## src/rtl/button_event_arbiter.sv

```systemverilog
// button_event_arbiter: captures masked edge pulses per channel and presents them one at a time
// through a single output slot, granting pending channels in round-robin order.
module button_event_arbiter #(
  parameter int WIDTH = 4,
  localparam int ID_W = $clog2(WIDTH)
) (
  input  logic            clk,
  input  logic            rst,
  input  logic [WIDTH-1:0] i_event_pulse,
  input  logic [WIDTH-1:0] i_mask,
  input  logic            i_event_ready,
  input  logic            i_clear_overflow,
  output logic            o_event_valid,
  output logic [ID_W-1:0] o_event_id,
  output logic [WIDTH-1:0] o_pending,
  output logic            o_overflow
);
  logic [WIDTH-1:0] r_pending;
  logic             r_valid;
  logic [ID_W-1:0]  r_id;
  logic [ID_W-1:0]  r_last;
  logic             r_overflow;
  logic             w_free;
  logic             w_found;
  logic             w_grant;
  logic             w_merge;
  logic [ID_W-1:0]  w_j;
  logic [ID_W-1:0]  w_gid;
  logic [WIDTH-1:0] w_cap;
  logic [WIDTH-1:0] w_gmask;
  // first pending channel at or after last_grant+1, wrapping
  always_comb begin
    w_found = 1'b0;
    w_gid = '0;
    w_j = '0;
    for (int k = 1; k <= WIDTH; k++) begin
      w_j = ID_W'((int'(r_last) + k) % WIDTH);
      if (!w_found && r_pending[w_j]) begin
        w_found = 1'b1;
        w_gid = w_j;
      end
    end
  end
  assign w_free  = !r_valid || i_event_ready;
  assign w_grant = w_free && w_found;
  assign w_cap   = i_event_pulse & i_mask;
  assign w_gmask = w_grant ? (WIDTH'(1) << w_gid) : '0;
  // a capture onto a still-pending bit that is not leaving this edge loses a pulse
  assign w_merge = |(w_cap & r_pending & ~w_gmask);
  always_ff @(posedge clk) begin
    if (rst) begin
      r_pending  <= '0;
      r_valid    <= 1'b0;
      r_id       <= '0;
      r_last     <= ID_W'(WIDTH - 1);
      r_overflow <= 1'b0;
    end else begin
      r_pending  <= (r_pending & ~w_gmask) | w_cap;
      r_valid    <= w_grant || (r_valid && !i_event_ready);
      r_overflow <= w_merge || (r_overflow && !i_clear_overflow);
      if (w_grant) begin
        r_id   <= w_gid;
        r_last <= w_gid;
      end
    end
  end
  assign o_event_valid = r_valid;
  assign o_event_id    = r_id;
  assign o_pending     = r_pending;
  assign o_overflow    = r_overflow;
endmodule

```

## config.mk

```make
export PLATFORM = sky130hd
export DESIGN_NAME = button_event_arbiter
export DESIGN_NICKNAME = d
export VERILOG_FILES = /design/src/rtl/button_event_arbiter.sv
export SDC_FILE = /design/constraint.sdc
export NUM_CORES = 1
export LEC_CHECK = 0
export BUFFER_PORTS_ARGS = -buffer_cell sky130_fd_sc_hd__buf_4
export CORE_AREA = 2 2 39 41
export DETAILED_ROUTE_END_ITERATION = 12
export DIE_AREA = 0 0 41 43
export PLACE_DENSITY = 0.62
export SLEW_MARGIN = 5
export SYNTH_ARGS = -nofsm -noshare
export SYNTH_HDL_FRONTEND = slang
export SYNTH_SLANG_ARGS = --single-unit
```

## constraint.sdc

```tcl
create_clock -name clk -period 2.04 [get_ports clk]
set_input_delay 0.408 -clock clk [delete_from_list [all_inputs] [get_ports clk]]
set_output_delay 0.408 -clock clk [all_outputs]
set_load 0.01 [all_outputs]
```

---- After elaboration in Yosys (flattened, before gate mapping) ----
Index checks and enable logic that the tools add are counted.
cells by class
  bitwise operators ....................... 6
  shift operators ......................... 1
  multiplexer cells ....................... 17
  reductions and logical operators ........ 16
  order comparisons ....................... 4
  $add $sub $neg .......................... 4
operators with widths
  kind                                                         number
  bitwise AND 4 bit                                            4
  less-than comparator 2 x 3 -> 1 bit (second input constant)  4
  binary-select mux 1 bit (select 2 bit)                       4
  two-way mux 1 bit                                            8
  two-way mux 2 bit                                            4
  logical AND 1 bit                                            6
  zero test 1 bit                                              6
  adder 2 x 1 -> 2 bit (second input constant)                 2
  adder 2 bit (second input constant)                          2
  two-way mux 4 bit                                            1
  inverter 4 bit                                               1
  OR 4 bit                                                     1
  OR reduction 4 bit                                           1
  << shifter 1 x 2 -> 4 bit (first input constant)             1
  logical OR 1 bit                                             3
storage, ports and cells
  word-level logic and storage cells ...... 53
  flip-flop bits (word level) ............. 10

---- Logic depth before layout (Yosys ltp) ----
  word-level depth ........................ 19
  gate-level depth with buffers ........... 7
  gate-level depth less buffers ........... 6

---- Worst setup path after synthesis ----
OpenSTA, ideal clock, no wires.
  path kind ............................... reg-to-reg
  start point ............................. reg r_pending[3] (netlist: o_pending[3])
  end point ............................... reg r_overflow (netlist: o_overflow)
  arrival time ............................ 1.397 ns
  path slack .............................. 0.511 ns
  buffers on the path ..................... 1
  required time ........................... 1.908 ns
  period minus slack after synthesis ...... 1.529 ns
  cell stages (with the launch flop) ...... 8
  setup time .............................. 0.132 ns
  cell sequence ........................... dfxtp_1 > buf_4 > nand2_1 > a31oi_1 > nand3_2 > o2111a_1 > a211oi_2 > a31oi_1
between the ends
  longest elaborated chain between the ends .. 18
  elaborated cells on any way between the ends .. 30
RTL lines
  item                                                            RTL line  text
  start, declared                                                 18        logic [WIDTH-1:0] r_pending;
  start signal, assigned                                          58        r_pending <= (r_pending & ~w_gmask) | w_cap;
  binary-select mux 1 bit (select 2 bit)                          38        if (!w_found && r_pending[w_j]) begin
  two-way mux 1 bit (implied by the code)                         38
  two-way mux 1 bit                                               38
  zero test 1 bit                                                 38
  logical AND 1 bit                                               38
  two-way mux 1 bit                                               38
  zero test 1 bit                                                 38
  logical AND 1 bit                                               38
  [2 not listed]                                                  --
  logical AND 1 bit                                               38
  two-way mux 2 bit or two-way mux 1 bit (tied branches)          38
  << shifter 1 x 2 -> 4 bit or logical AND 1 bit (tied branches)  47, 45
  two-way mux 4 bit                                               47        assign w_gmask = w_grant ? (WIDTH'(1) << w_gid) : '0;
  inverter 4 bit                                                  49        assign w_merge = |(w_cap & r_pending & ~w_gmask);
  bitwise AND 4 bit *                                             49
  OR reduction 4 bit *                                            49
  logical OR 1 bit *                                              60        r_overflow <= w_merge || (r_overflow && !i_clear_overflow);
  end signal, assigned                                            60
  end, declared                                                   22        logic r_overflow;
Mark *: on every way between the ends. The rest lies on a longest branch, timed or not. The select of a mux whose other input is x is not followed.
A chain may end at the register's enable or synchronous reset.

---- Final worst setup path ----
Same ends and word-level chain as after synthesis.

==> results.toml <==
[run_status]
status = "finished clean"

[grt]
first_global_vias = 482
antenna_found_initial = 0
gr-usage-met2_pct = 22.2
grt_max_degree = 11
grt_pass1_wl_um = 1990
grt_use_met3_pct = 3.14
use_met1_pct = 23.8
grt_usage_pct = 16.9
busiest_layer = "met1"
grt_overflow_total = 0

[yosys]
synth_seq_cells = 10
syn-instance-count = 61
synth_cell_types = 27
syn_nets = 73
synth_top_area_cell = "dfxtp_1"
synth_seq_area_share_pct = 38.9
yosys_warnings = 0
synth.area.top_cells = "dfxtp_1, a21oi_1, nor2_1"
synth_area_um2 = 514
syn_area_per_cell_um2 = 8.43
synth_top_area_share_pct = 38.9

[placement]
place_area_um2 = 666
gp_congestion = 0.685
port_buffers = 19
place_inst = 94
dp_slack_ns = 0.367

[floorplan]
io_pins = 20
coreArea_um2 = 1380
rows = 14
die_h_um = 43
initial_core_util_pct = 37.2
die_width_um = 41
dieArea_um2 = 1760

[routing]
post-route-drc-count = 0
via_count = 499
drtIter0Drc = 9
antenna_left = 0
drtPass1Iterations = 4
wire_per_inst_um = 11.8
viasPerCell = 5.14
drt-total-wl_um = 1150

[clock_tree]
postCtsHoldBufs = 0
post_cts_resized = 0
path_clk_slew_ns = 0.07
cts_num_sinks = 10
cts_post_setup_buffers_inserted = 0
cts-root-buf = "clkbuf_4"
cts.path.max_buffers = 2
clock_latency_ns = 0.27
cts.htree.levels = 1
cts_tree = "yes"
numCtsBuffers = 3

[sta]
fin_crit_ns = 1.67
fmax_mhz = 598
fin_setup_tns_ns = 0
tightest_slew_ns = 0.437
clock-skew-final_ns = 0.00615
grt_setup_unrepaired = "false"
final-setup-viol-count = 0
fin_crit_sh_pct = 82.0
post-route-worst-setup-slack_ns = 0.368
slew_headroom_pct = 70.6
hold_viol_final = 0
slew_violations = 0

[final_layout]
instances_no_fill = 97
diodes = 0
layout_commonest_cell = "buf_4"
final_cell_area_um2 = 688
layout_common_cells = "buf_4, dfxtp_1, nor2_1, a21oi_1, nand2_1"
final_nets = 95
synthToLayoutAreaGrowth_pct = 33.8
multi_input_area_um2 = 295
seq_area_um2 = 200
layout-drive-gt1-share_pct = 35.8
final_util_pct = 49.7
fillers = 132

[worst_hold_path]
min_to = "o_pending[2]$_SDFF_PP0_"
hp-class = "in -> reg"
whs_path_depth = 2
hp-start = "rst"

[power]
power.density_nw_per_um2 = 771
power.leakage_nw = 0.305
irDropWorstVdd_uv = 258

[critical_path]
reg2reg_depth = 6
r2r_slack_ns = 0.37
r2r-start = "o_pending[3]$_SDFF_PP0_"
crit_chain = "nand2_1 -> a31oi_1 -> nand3_2 -> o2111a_1 -> a211oi_2 -> a31oi_1"
crit_type = "reg -> reg"
rr_endpoint = "o_overflow$_SDFF_PP0_"
critPathMaxFanout = 9
startpoint_type = "flip-flop"
worst-path-buf-inv = 0
critPathCaptureType = "flip-flop"
path_delay_family = "compound AO/OA/AOI/OAI gates"
crit_required_ns = 2.19
crit_path_frequent_cell = "a31oi_1"
worstPathArrival_ns = 1.82
slowest_stage = "dfxtp_1"
cpPeakStageDelay_ns = 0.50

[flow_run]
drv_cap = 0
==> worst reg2reg max path: stages (launching register included) <==
cell      delay [ns]
dfxtp_1         0.50
nand2_1         0.09
a31oi_1         0.28
nand3_2         0.17
o2111a_1        0.29
a211oi_2        0.13
a31oi_1         0.10
==> cells by family after synthesis <==
group / count (synthesis) / synth area share, %
compound gates: 20 / 29.0
buf+inv: 4 / 3.65
flops: 10 / 38.9
mux: 1 / 1.95
simple gates: 26 / 26.5
==> synth_stat cells, drive strengths merged <==
library cell / number
buf: 1
o2bb2ai: 1
and3: 1
mux2i: 1
or2: 3
nor2b: 4
a21oi: 7
o21a: 1
inv: 2
nand4: 2
clkbuf: 1
o21ai: 2
nand2b: 1
o21ba: 1
nand3: 1
nand2: 6
dfxtp: 10
nor4: 1
o2111a: 1
nor2: 7
a31oi: 2
a211oi: 2
a22oi: 3
==> state kept, by name, summed over array words and instances, names as in the netlist <==
signal / count
o_overflow: 1
o_event_id: 2
o_event_valid: 1
r_last: 2
o_pending: 4
==> report_power, final <==
group | leakage (nW) | switching (mW) | internal, mW
registers | 0.0828 | 0.0256 | 0.217
logic | 0.209 | 0.0700 | 0.0812
clock network | 0.0138 | 0.0684 | 0.0682
==> layer usage <==
| layer | wire length (µm) | part of all wire (%) |
|---|---|---|
| met1 | 549 | 48 |
| met2 | 543 | 47 |
| met4 | 23 | 2.0 |
| met3 | 28 | 2.4 |
| met5 | 0 | 0 |
==> worst max-delay path by stage <==
stage	from	endpoint	cells after the start
2_1_floorplan	o_pending[3]$_SDFF_PP0_	o_overflow$_SDFF_PP0_	7
3_3_place_gp	o_pending[3]$_SDFF_PP0_	o_overflow$_SDFF_PP0_	6
3_5_place_dp	o_pending[3]$_SDFF_PP0_	o_overflow$_SDFF_PP0_	6
4_1_cts	o_pending[3]$_SDFF_PP0_	o_overflow$_SDFF_PP0_	6
5_1_grt	o_pending[3]$_SDFF_PP0_	o_overflow$_SDFF_PP0_	6
6_report	o_pending[3]$_SDFF_PP0_	o_overflow$_SDFF_PP0_	6
==> final cells by class <==
type | instances | area share, %
Clock buffer | 3 | 3.27
Tap cell | 16 | 2.91
Multi-Input combinational cell | 47 | 42.9
Timing Repair Buffer | 19 | 20.7
Sequential cell | 10 | 29.1
Inverter | 2 | 1.09
==> metrics by stage <==
stage          total power, mW  hold WS, ns
4_1_cts                  0.534        0.378
6_report                 0.531        0.381
3_5_place_dp             0.399        0.450
2_1_floorplan            0.341        0.481
3_3_place_gp             0.398        0.448
5_1_grt                  0.571        0.382
Power figures use the tool's default switching activity.
